$ cat src/rtl/bus_link.sv
// bus_link: point-to-point write link between a bus master and a slave register.
// A request (wr & en) seen in IDLE captures data_in into data_out. The link then
// returns a one-cycle rd acknowledge and counts the transfer. A request that is
// held past the acknowledge is parked in WAIT_REL, so it is never captured twice.
//
// Handshake: the master presents a request by holding wr & en high with data_in
// valid. The word is taken on the first rising edge in IDLE that sees the
// request. rd is high for exactly the one cycle after that edge. The master must
// drop the request (wr & en = 0) for at least one edge before the next word is
// accepted.
module bus_link #(
  parameter int WIDTH     = 8,
  parameter int CNT_WIDTH = 16
) (
  input  logic                 clk,
  input  logic                 rst,
  input  logic                 wr,
  input  logic                 en,
  input  logic [WIDTH-1:0]     data_in,
  output logic                 rd,
  output logic [WIDTH-1:0]     data_out,
  output logic [CNT_WIDTH-1:0] xfer_count,
  output logic                 busy,
  output logic [1:0]           state_dbg
);

  typedef enum logic [1:0] {
    IDLE     = 2'd0,
    ACK      = 2'd1,
    WAIT_REL = 2'd2
  } state_e;

  state_e               state_q, state_d;
  logic                 rd_q, rd_d;
  logic                 busy_q, busy_d;
  logic [WIDTH-1:0]     data_q, data_d;
  logic [CNT_WIDTH-1:0] cnt_q, cnt_d;
  logic                 req;

  assign req = wr & en;

  // Next-state, capture and counter logic. rd and busy are derived from the
  // next state so that they line up with the registered state.
  always_comb begin
    state_d = state_q;
    data_d  = data_q;
    cnt_d   = cnt_q;
    case (state_q)
      IDLE: begin
        if (req) begin
          state_d = ACK;
          data_d  = data_in;
          cnt_d   = cnt_q + 1'b1;
        end
      end
      ACK: begin
        state_d = req ? WAIT_REL : IDLE;
      end
      WAIT_REL: begin
        if (!req) state_d = IDLE;
      end
      default: begin
        state_d = IDLE;
      end
    endcase
    rd_d   = (state_d == ACK);
    busy_d = (state_d != IDLE);
  end

  // State and output registers; reset wins over any pending request.
  always_ff @(posedge clk) begin
    if (rst) begin
      state_q <= IDLE;
      rd_q    <= 1'b0;
      busy_q  <= 1'b0;
      data_q  <= '0;
      cnt_q   <= '0;
    end else begin
      state_q <= state_d;
      rd_q    <= rd_d;
      busy_q  <= busy_d;
      data_q  <= data_d;
      cnt_q   <= cnt_d;
    end
  end

  assign rd         = rd_q;
  assign busy       = busy_q;
  assign data_out   = data_q;
  assign xfer_count = cnt_q;
  assign state_dbg  = state_q;

endmodule

$ cat config.mk
export PLATFORM = sky130hd
export DESIGN_NAME = bus_link
export DESIGN_NICKNAME = d
export VERILOG_FILES = /design/src/rtl/bus_link.sv
export SDC_FILE = /design/constraint.sdc
export NUM_CORES = 1
export LEC_CHECK = 0
export ABC_AREA = 1
export CAP_MARGIN = 20
export CORE_ASPECT_RATIO = 1.5
export CORE_UTILIZATION = 38
export CTS_CLUSTER_SIZE = 30
export DETAILED_ROUTE_END_ITERATION = 12
export PLACE_DENSITY_LB_ADDON = 0.3
export RECOVER_POWER = 100
export SLEW_MARGIN = 25
export SYNTH_ARGS = -nofsm -noshare
export SYNTH_HDL_FRONTEND = slang
export SYNTH_SLANG_ARGS = --single-unit
$ cat constraint.sdc
create_clock -name clk -period 1.6 [get_ports clk]
set_clock_uncertainty 0.05 [all_clocks]
set_input_delay 0.48 -clock clk [delete_from_list [all_inputs] [get_ports clk]]
set_output_delay 0.48 -clock clk [all_outputs]
set_load 0.005 [all_outputs]
==> qor.csv, run 1 <==
metric,value,unit
Peak Freq,650,MHz
sort of element at the end of the critical path,flop,
Leak,0.963,nW
H-tree level count,1,
number of setup violations in the final report,0,
maximum root-to-sink buffer count,2,
net count of the mapped netlist,199,
die area,3730,sq um
source of the worst register-to-register timing path,xfer_count[0],
utilization after layout,60.8,%
number of pins exceeding their max-slew limit in the final report,0,
Final #Nets,264,
Worst Tran Pin Value,263,ps
gate count after technology mapping,186,
CTS tree,built,
number of nets with antenna violations after routing,0,
xor and xnor fraction of the mapped netlist area,0,%
aggregate routed wire length,3.08,mm
diode count,0,
worst setup path startpoint,wr,
Period minus WS final,1540,ps
type of the setup path with the least slack,in -> reg,
Starting Density,41.1,%
DIE HEIGHT,74.3,um
cell row count,25,
placeable core region,3220,sq um
accumulated negative setup slack,0,ps
DP Area,1880,sq um
multiplexer share of the synthesized area,0,%
cts bufs inserted,3,
global-route wire length before repair,5.29,mm
DP Cell Count,279,
final instance area,1960,sq um
Setup Slack @ Placement,-235,ps
via count of the first global-routing pass,1343,
largest family of logic cells by synthesized area,simple AND/OR/NAND/NOR gates,
max-slew headroom at the worst pin,82.3,%
reported max-cap violation count,0,
Peak VDD IR,704,uV
number of I/O pins,40,
endpoints failing hold,0,
number of port buffers,39,
Total Routing Usage GR,18.7,%
share of cells above drive strength 1,18.0,%
final cell count without fillers,290,
number of sinks on the clock net,28,
vias per inst,4.73,
post-synthesis cell type count,24,
hold wc startpoint,data_out[0],
largest fanout of any net on the critical path,5,
Clock Pin Slew Worst Setup and Hold Paths,100,ps
CP Data Required Time,1760,ps
area added between synthesis and finish,47.8,%
flip-flop and latch count after synthesis,28,
weighted congestion reported at the end of routability-driven placement,0.874,
sequential share of the synthesized area,42.3,%
total congestion overflow after global routing,0,
Clock Latency Late Sink,280,ps
number of antenna violations at the first check in global routing,0,
initial DRC count,22,
final period utilization,96.2,%
share of the synthesized area in compound gates (AO/OA/AOI/OAI),9.63,%
result of the run,finished clean,
WP data arrival,1700,ps
cell chosen for the clock root,sky130_fd_sc_hd__clkbuf_8,
unrepaired setup endpoints after global routing,no,
count of warnings emitted by yosys,0,
number of iterations in the first detailed-routing pass,4,
ratio of total power to cell area,676,nW/um^2
Avg Synthesized Cell Area,7.12,sq um
die boundary width,50.2,um
adder-cell share of the synthesized area,0.944,%
"Cell Area, Synth",1330,sq um
average wire length per cell after detail routing,10.6,um
half-perimeter wire length after detailed placement,2.31,mm
DRC,0,
"Hold-fix buffers, CTS",0,
type of the tightest min-delay check,reg -> reg,
pin count of the biggest net entering global routing,16,
"share of synthesized cell area in and, or, nand and nor gates",38.3,%
vias after detailed routing,1372,
nature of the critical path startpoint,input port,
fin worst setup slack,60.6,ps
[stage by stage]
stage | hold WS, ps | total power, mW
final | 436 | 1.32
after floorplan | 424 | 0.816
after global routing | 470 | 1.38
after CTS | 435 | 1.34
after detailed placement | 421 | 0.906
after global placement | 411 | 0.905
[area by class of cell]
type,instances,area (sq um)
inverter,24,90.1
timing repair buffer,65,549
fill,313,1260
sequential,28,561
clock buffer,4,55.1
tap,40,50.0
multi-input combinational,129,653
[sequential cells by signal (all words and copies together) (netlist names)]
register	count
xfer_count	16
data_out	8
state_dbg	2
busy	1
rd	1
[Yosys cell counts]
| cell | count | area [sq um] |
|---|---|---|
| sky130_fd_sc_hd__clkbuf_2 | 1 | 5.00 |
| sky130_fd_sc_hd__clkbuf_1 | 1 | 3.75 |
| sky130_fd_sc_hd__buf_2 | 2 | 10.0 |
| sky130_fd_sc_hd__nor3_4 | 1 | 16.3 |
| sky130_fd_sc_hd__nand2_1 | 33 | 124 |
| sky130_fd_sc_hd__nor2_2 | 2 | 12.5 |
| sky130_fd_sc_hd__dfxtp_1 | 28 | 561 |
| sky130_fd_sc_hd__inv_2 | 3 | 11.3 |
| sky130_fd_sc_hd__ha_1 | 1 | 12.5 |
| sky130_fd_sc_hd__nor3_1 | 2 | 10.0 |
| sky130_fd_sc_hd__o21ai_1 | 1 | 5.00 |
| sky130_fd_sc_hd__a21oi_1 | 8 | 40.0 |
| sky130_fd_sc_hd__nor2_4 | 4 | 45.0 |
| sky130_fd_sc_hd__nand2_4 | 2 | 22.5 |
| sky130_fd_sc_hd__buf_4 | 1 | 7.51 |
| sky130_fd_sc_hd__nor2_1 | 36 | 135 |
| sky130_fd_sc_hd__nand4_1 | 6 | 37.5 |
| sky130_fd_sc_hd__nand2_2 | 3 | 18.8 |
| sky130_fd_sc_hd__nand3_1 | 12 | 60.1 |
| sky130_fd_sc_hd__o21ai_0 | 15 | 75.1 |
| sky130_fd_sc_hd__nor2_8 | 1 | 20.0 |
| sky130_fd_sc_hd__inv_1 | 21 | 78.8 |
| sky130_fd_sc_hd__o21bai_1 | 1 | 7.51 |
| sky130_fd_sc_hd__nor4_1 | 1 | 6.26 |
[worst max-delay path, stage by stage]
cell                              delay (ps)
sky130_fd_sc_hd__clkdlybuf4s50_1         500
sky130_fd_sc_hd__nand2_4                  90
sky130_fd_sc_hd__inv_2                    80
sky130_fd_sc_hd__nand2_4                  60
sky130_fd_sc_hd__nor2_4                  120
sky130_fd_sc_hd__clkbuf_4                150
sky130_fd_sc_hd__nand3_1                  60
sky130_fd_sc_hd__a21oi_1                 160
[cells by family (layout without fill, tap and decap cells)]
kind of cell             Yosys count  after routing
AO/OA/AOI/OAI                     25             25
adder cells (fa/ha/maj)            1              1
buffers and inverters             29             93
flip-flops                        28             28
AND/OR/NAND/NOR                  103            103
[path summary, 6_finish.rpt]
kind,endpoint,slack [ps],cells after the start
setup / recovery,xfer_count[11],60,8
hold / removal,data_out[0],440,2
setup reg to reg,xfer_count[12],140,8
hold reg to reg,data_out[0],440,2
[cell usage in the layout, fill, tap and decap left out]
| cell type | instances |
|---|---|
| sky130_fd_sc_hd__nand2_1 | 33 |
| sky130_fd_sc_hd__nor3_1 | 2 |
| sky130_fd_sc_hd__clkbuf_1 | 1 |
| sky130_fd_sc_hd__dfxtp_1 | 28 |
| sky130_fd_sc_hd__nor2_1 | 36 |
| sky130_fd_sc_hd__nand3_1 | 12 |
| sky130_fd_sc_hd__inv_2 | 3 |
| sky130_fd_sc_hd__nor2_4 | 4 |
| sky130_fd_sc_hd__nor2_8 | 1 |
| sky130_fd_sc_hd__nand4_1 | 6 |
| sky130_fd_sc_hd__nor3_4 | 1 |
| sky130_fd_sc_hd__o21ai_0 | 14 |
| sky130_fd_sc_hd__nor4_1 | 1 |
| sky130_fd_sc_hd__buf_4 | 24 |
| sky130_fd_sc_hd__clkbuf_4 | 1 |
| sky130_fd_sc_hd__dlygate4sd2_1 | 28 |
| sky130_fd_sc_hd__o21ai_1 | 2 |
| sky130_fd_sc_hd__inv_1 | 21 |
| sky130_fd_sc_hd__nor2_2 | 2 |
| sky130_fd_sc_hd__dlymetal6s2s_1 | 1 |
| sky130_fd_sc_hd__nand2_4 | 3 |
| sky130_fd_sc_hd__nand2_2 | 2 |
| sky130_fd_sc_hd__ha_1 | 1 |
| sky130_fd_sc_hd__a21oi_1 | 8 |
| sky130_fd_sc_hd__clkbuf_8 | 4 |
| sky130_fd_sc_hd__clkdlybuf4s50_1 | 10 |
| sky130_fd_sc_hd__o21bai_1 | 1 |
[where the power goes]
| group | internal [mW] | total, mW | switching, mW |
|---|---|---|---|
| Sequential | 0.718 | 0.727 | 0.00959 |
| Combinational | 0.0811 | 0.153 | 0.0722 |
| Clock | 0.221 | 0.444 | 0.223 |
[per-layer routing]
| layer | vias up | track usage (%) | part of all wire [%] |
|---|---|---|---|
| met5 | - | 0 | 0 |
| li1 | 718 | - | - |
| met1 | 613 | 17.1 | 38 |
| met3 | 7 | 3.27 | 4.4 |
| met4 | 0 | 9.52 | 2.5 |
| met2 | 34 | 37.9 | 55 |
[what timing repair did]
item / 4_1_cts / 5_1_grt
pin swaps: 0 / 2
buffers inserted: 7 / 0
setup endpoints to repair: 28 / 7
resized for setup: 51 / 3
Note: power is estimated with default switching activity, not from simulation.
==> inputs of run 2 (changes only) <==
- DONT_BUFFER_PORTS: default -> 1
==> qor.csv, run 2 (synthesis gave the netlist of run 1 again) <==
metric,value,unit,change
result of the run,finished clean,,
"most common cell after layout, fill and taps aside",sky130_fd_sc_hd__nor2_1,,
cell at the slowest stage of the critical path,sky130_fd_sc_hd__dfxtp_1,,
sequential cell area in the final layout,561,sq um,unchanged
unrepaired setup endpoints after global routing,no,,
number of setup violations in the final report,0,,unchanged
CTS tree,built,,
"commonest cells after routing, fill and taps aside","37 x sky130_fd_sc_hd__nor2_1, 35 x sky130_fd_sc_hd__nand2_1, 28 x sky130_fd_sc_hd__dfxtp_1",,
area added between synthesis and finish,6.14,%,
Clock Latency Late Sink,270,ps,about the same
combined area of the multi-input logic cells,616,sq um,-5.7%
Clock Pin Slew Worst Setup and Hold Paths,90,ps,about the same
aggregate routed wire length,2.80,mm,-8.8%
Final #Nets,202,,-23%
series of cell instances along the critical path,inv_1 -> nand2_1 -> nor2_4 -> nand2_1 -> nor2_2 -> nand3_1 -> nor2_1 -> nor2_1,,
number of port buffers,0,,-100%
post-layout power,1.25,mW,-5.8%
share of cells above drive strength 1,10.6,%,-7.4 points
Fill cells,342,,+9.3%
number of antenna violations at the first check in global routing,0,,unchanged
vias per inst,5.08,,+7.4%
endpoints failing hold,0,,unchanged
die boundary width,50.2,um,unchanged
half-perimeter wire length after detailed placement,2.17,mm,-6.1%
CP Data Required Time,1720,ps,-40 ps
Min Hold Slack,210,ps,-226 ps
H-tree level count,1,,unchanged
number of iterations in the first detailed-routing pass,4,,unchanged
reported max-cap violation count,0,,unchanged
type of the setup path with the least slack,reg -> reg,,
"Hold-fix buffers, CTS",0,,unchanged
average wire length per cell after detail routing,12.3,um,+16%
DRC,0,,unchanged
total congestion overflow after global routing,0,,unchanged
maximum root-to-sink buffer count,2,,unchanged
Period minus WS final,1450,ps,-91.9 ps
number of I/O pins,40,,unchanged
Worst Tran Pin Value,324,ps,+60.3 ps
pin count of the biggest net entering global routing,16,,unchanged
cts bufs inserted,3,,unchanged
setup repair bufs after CTS,0,,-7
Peak Freq,691,MHz,+6.4%
largest stage delay on the critical path,360,ps,-140 ps
Starting Density,41.1,%,unchanged
via count of the first global-routing pass,1055,,-21%
accumulated negative setup slack,0,ps,unchanged
cell row count,25,,unchanged
type of the tightest min-delay check,in -> reg,,
number of nets with antenna violations after routing,0,,unchanged
WP data arrival,1570,ps,-130 ps
diode count,0,,unchanged
cell chosen for the clock root,sky130_fd_sc_hd__clkbuf_8,,
ratio of total power to cell area,887,nW/um^2,+31%
final period utilization,90.5,%,-5.7 points
"flip-flop count of the largest register, all copies and words added",16,,unchanged
DP Area,1380,sq um,-26%
Total Routing Usage GR,16.2,%,-2.5 points
DIE HEIGHT,74.3,um,unchanged
sort of element at the end of the critical path,flop,,
vias after detailed routing,1159,,-16%
nature of the critical path startpoint,flop,,
max-slew headroom at the worst pin,78.3,%,-3.9 points
largest fanout of any net on the critical path,10,,+5
weighted congestion reported at the end of routability-driven placement,0.846,,-3.3%
Peak VDD IR,477,uV,-32%
number of pins exceeding their max-slew limit in the final report,0,,unchanged
initial DRC count,30,,+36%
number of gates given a new drive strength after cts,0,,-100%
die area,3730,sq um,unchanged
global-route wire length before repair,4.56,mm,-14%
final instance area,1410,sq um,-28%
placeable core region,3220,sq um,unchanged
Leak,0.538,nW,-44%
number of sinks on the clock net,28,,unchanged
## run 2: cell count changes in the layout (fill, tap and decap cells not counted), sizes merged
| cell | change |
|---|---|
| buf | -21 |
| clkbuf | -2 |
| clkdlybuf4s50 | -10 |
| dlygate4sd2 | -28 |
| dlymetal6s2s | -1 |
## run 2: per-layer routing
layer / global-route usage (%) / share of wire, % / up-vias / wire, um
met4: 6.98 / 1.3 / 0 / 36
li1: - / - / 589 / -
met2: 31.7 / 55 / 35 / 1540
met3: 3.89 / 6.3 / 4 / 176
met5: 0 / 0 / - / 0
met1: 15.7 / 37 / 531 / 1050
## run 2: critical path: cells and delay by family, from the launching register on
kind                   cells  cell delay (ps)
flip-flops                 1              360
buffers and inverters      1               70
AND/OR/NAND/NOR            7              870
## run 2: layout make-up
type                    count  area share, %
repair buffers              3           2.49
flip-flops and latches     28           39.9
clock buffers               4           3.91
well taps                  40           3.56
multi-input cells         129           43.8
inverters                  24           6.41
## run 2: final timing paths
path,startpoint,end,slack (ps),cells after the start
worst max-delay path,state_dbg[1],xfer_count[12],150,8
worst min-delay path,rst,xfer_count[7],210,1
worst max register to register,state_dbg[1],xfer_count[12],150,8
worst min register to register,data_out[4],data_out[4],460,2
## run 2: power by group
group / internal (mW) / switching, mW / total, mW
sequential: 0.718 / 0.0184 / 0.736
clock: 0.220 / 0.216 / 0.436
combinational: 0.0290 / 0.0457 / 0.0748
total: 0.967 / 0.280 / 1.25
## run 2: stage by stage
stage,instances,util (%),worst slack (ps)
global placement,224,43.0,181
detailed placement,224,43.0,145
finish,228,43.7,153
floorplan,186,-,295
CTS,228,44.7,132
global route,228,43.7,19.7
==> inputs of run 3 (changes only) <==
- CORE_MARGIN: default -> 2
==> qor.csv, run 3 (synthesis gave the netlist of run 1 again) <==
metric,value,unit,change
result of the run,finished clean,,
instance count along the most critical hold path,1,,unchanged
terminating pin of the worst hold path,rd,,
via count of the first global-routing pass,1089,,+3.2%
reported max-cap violation count,0,,unchanged
aggregate routed wire length,2.86,mm,+1.9%
number of gates given a new drive strength after cts,0,,unchanged
sort of element at the end of the critical path,flop,,
largest fanout of any net on the critical path,14,,+4
flop2flop setup slack,170,ps,+20 ps
vias per inst,4.94,,-2.8%
Starting Density,39.2,%,-2.0 points
length of routed met2 wiring,1.47,mm,-4.8%
number of nets with antenna violations after routing,0,,unchanged
H-tree level count,1,,unchanged
vias after detailed routing,1156,,-0.26%
Clock Latency Late Sink,270,ps,about the same
cts bufs inserted,3,,unchanged
metal3 WL,207,um,+18%
DP Cell Count,230,,+2.7%
number of pins exceeding their max-slew limit in the final report,0,,unchanged
"Hold-fix buffers, CTS",0,,unchanged
number of port buffers,0,,unchanged
topmost layer with routed signal wires,met4,,
average wire length per cell after detail routing,12.2,um,-0.72%
WP data arrival,1600,ps,+30 ps
diode count,0,,unchanged
area added between synthesis and finish,7.08,%,
half-perimeter wire length after detailed placement,2.20,mm,+1.3%
cell row count,26,,+4.0%
depth of the most critical reg-to-reg path,6,,-2
total congestion overflow after global routing,0,,unchanged
DIE HEIGHT,76.3,um,+2.7%
ratio of total power to cell area,880,nW/um^2,-0.81%
final cell count without fillers,234,,+2.6%
nature of the critical path startpoint,flop,,
share of cells above drive strength 1,10.9,%,+0.30 points
number of sinks on the clock net,28,,unchanged
Worst Tran Pin Value,490,ps,+167 ps
DRC,0,,unchanged
CP bufs+invs,1,,unchanged
largest stage delay on the critical path,360,ps,about the same
die area,3990,sq um,+6.8%
source of the worst register-to-register timing path,state_dbg[1],,
endpoints failing hold,0,,unchanged
max-slew headroom at the worst pin,67.3,%,-11 points
Fill cells,379,,+11%
setup repair bufs after CTS,0,,unchanged
cell family with the largest share of critical-path delay,simple AND/OR/NAND/NOR gates,,
maximum root-to-sink buffer count,2,,unchanged
fin worst setup slack,169,ps,+16.2 ps
Final #Nets,206,,+2.0%
"commonest cells after routing, fill and taps aside","38 x sky130_fd_sc_hd__nor2_1, 34 x sky130_fd_sc_hd__nand2_1, 28 x sky130_fd_sc_hd__dfxtp_1",,
type of the setup path with the least slack,reg -> reg,,
Min Hold Slack,215,ps,+5.07 ps
CP Data Required Time,1770,ps,+50 ps
pin count of the biggest net entering global routing,16,,unchanged
cell chosen for the clock root,sky130_fd_sc_hd__clkbuf_8,,
initial DRC count,22,,-27%
number of setup violations in the final report,0,,unchanged
type of the tightest min-delay check,in -> reg,,
placeable core region,3380,sq um,+5.0%
endpoint of the most critical register-to-register path,xfer_count[7],,
Setup Slack @ Placement,181,ps,+36.1 ps
number of antenna violations at the first check in global routing,0,,unchanged
weighted congestion reported at the end of routability-driven placement,0.899,,+6.4%
global-route wire length before repair,4.71,mm,+3.3%
Peak VDD IR,562,uV,+18%
number of I/O pins,40,,unchanged
Clock Pin Slew Worst Setup and Hold Paths,100,ps,about the same
utilization after layout,41.9,%,-1.7 points
routed length on met1,1.12,mm,+7.1%
series of cell instances along the critical path,nor2_1 -> nand2_4 -> clkbuf_1 -> o21bai_1 -> nand2_1 -> nor2_1,,
"most common cell after layout, fill and taps aside",sky130_fd_sc_hd__nor2_1,,
CTS tree,built,,
Leak,0.546,nW,+1.6%
Total Routing Usage GR,15.2,%,-0.94 points
cell at the slowest stage of the critical path,sky130_fd_sc_hd__dfxtp_1,,
"flip-flop count of the largest register, all copies and words added",16,,unchanged
unrepaired setup endpoints after global routing,no,,
most prevalent standard cell on the critical path,sky130_fd_sc_hd__nor2_1,,
die boundary width,52.2,um,+4.0%
hold wc startpoint,rst,,
accumulated negative setup slack,0,ps,unchanged
Peak Freq,699,MHz,+1.1%
number of iterations in the first detailed-routing pass,4,,unchanged
Period minus WS final,1430,ps,-16.2 ps
final period utilization,89.5,%,-1.0 points
run 3: worst max path at each step:
stage                  startpoint  depth (start not counted)  slack (ps)             end
floorplan                      wr                          7         290  xfer_count[15]
global placement    xfer_count[1]                          7         190  xfer_count[12]
detailed placement             wr                          7         180  xfer_count[15]
CTS                 xfer_count[1]                          7         180  xfer_count[12]
global route         state_dbg[1]                          6          30   xfer_count[7]
finish               state_dbg[1]                          6         170   xfer_count[7]
run 3: through the flow:
stage / power (mW) / area [sq um]
final: 1.25 / 1420
after global routing: 1.31 / 1420
after CTS: 1.27 / 1460
after detailed placement: 0.835 / 1400
after global placement: 0.834 / 1400
after floorplan: 0.816 / 1330
run 3: report_power, final:
group          switching (mW)  internal [mW]  leakage [nW]
combinational          0.0476         0.0294         0.290
sequential             0.0180          0.718         0.228
clock                   0.215          0.220        0.0288
run 3: layer usage:
layer / up-vias / track usage, %
met1: 513 / 17.2
met3: 6 / 3.92
met2: 39 / 26.2
met5: - / 0
li1: 598 / -
met4: 0 / 6.41
run 3: area by class of cell:
class / instances / area (sq um) / share of cell area [%]
multi-input cells: 129 / 619 / 43.7
flip-flops and latches: 28 / 561 / 39.5
inverters: 24 / 90.1 / 6.35
clock buffers: 4 / 55.1 / 3.88
well taps: 42 / 52.6 / 3.70
repair buffers: 7 / 41.3 / 2.91
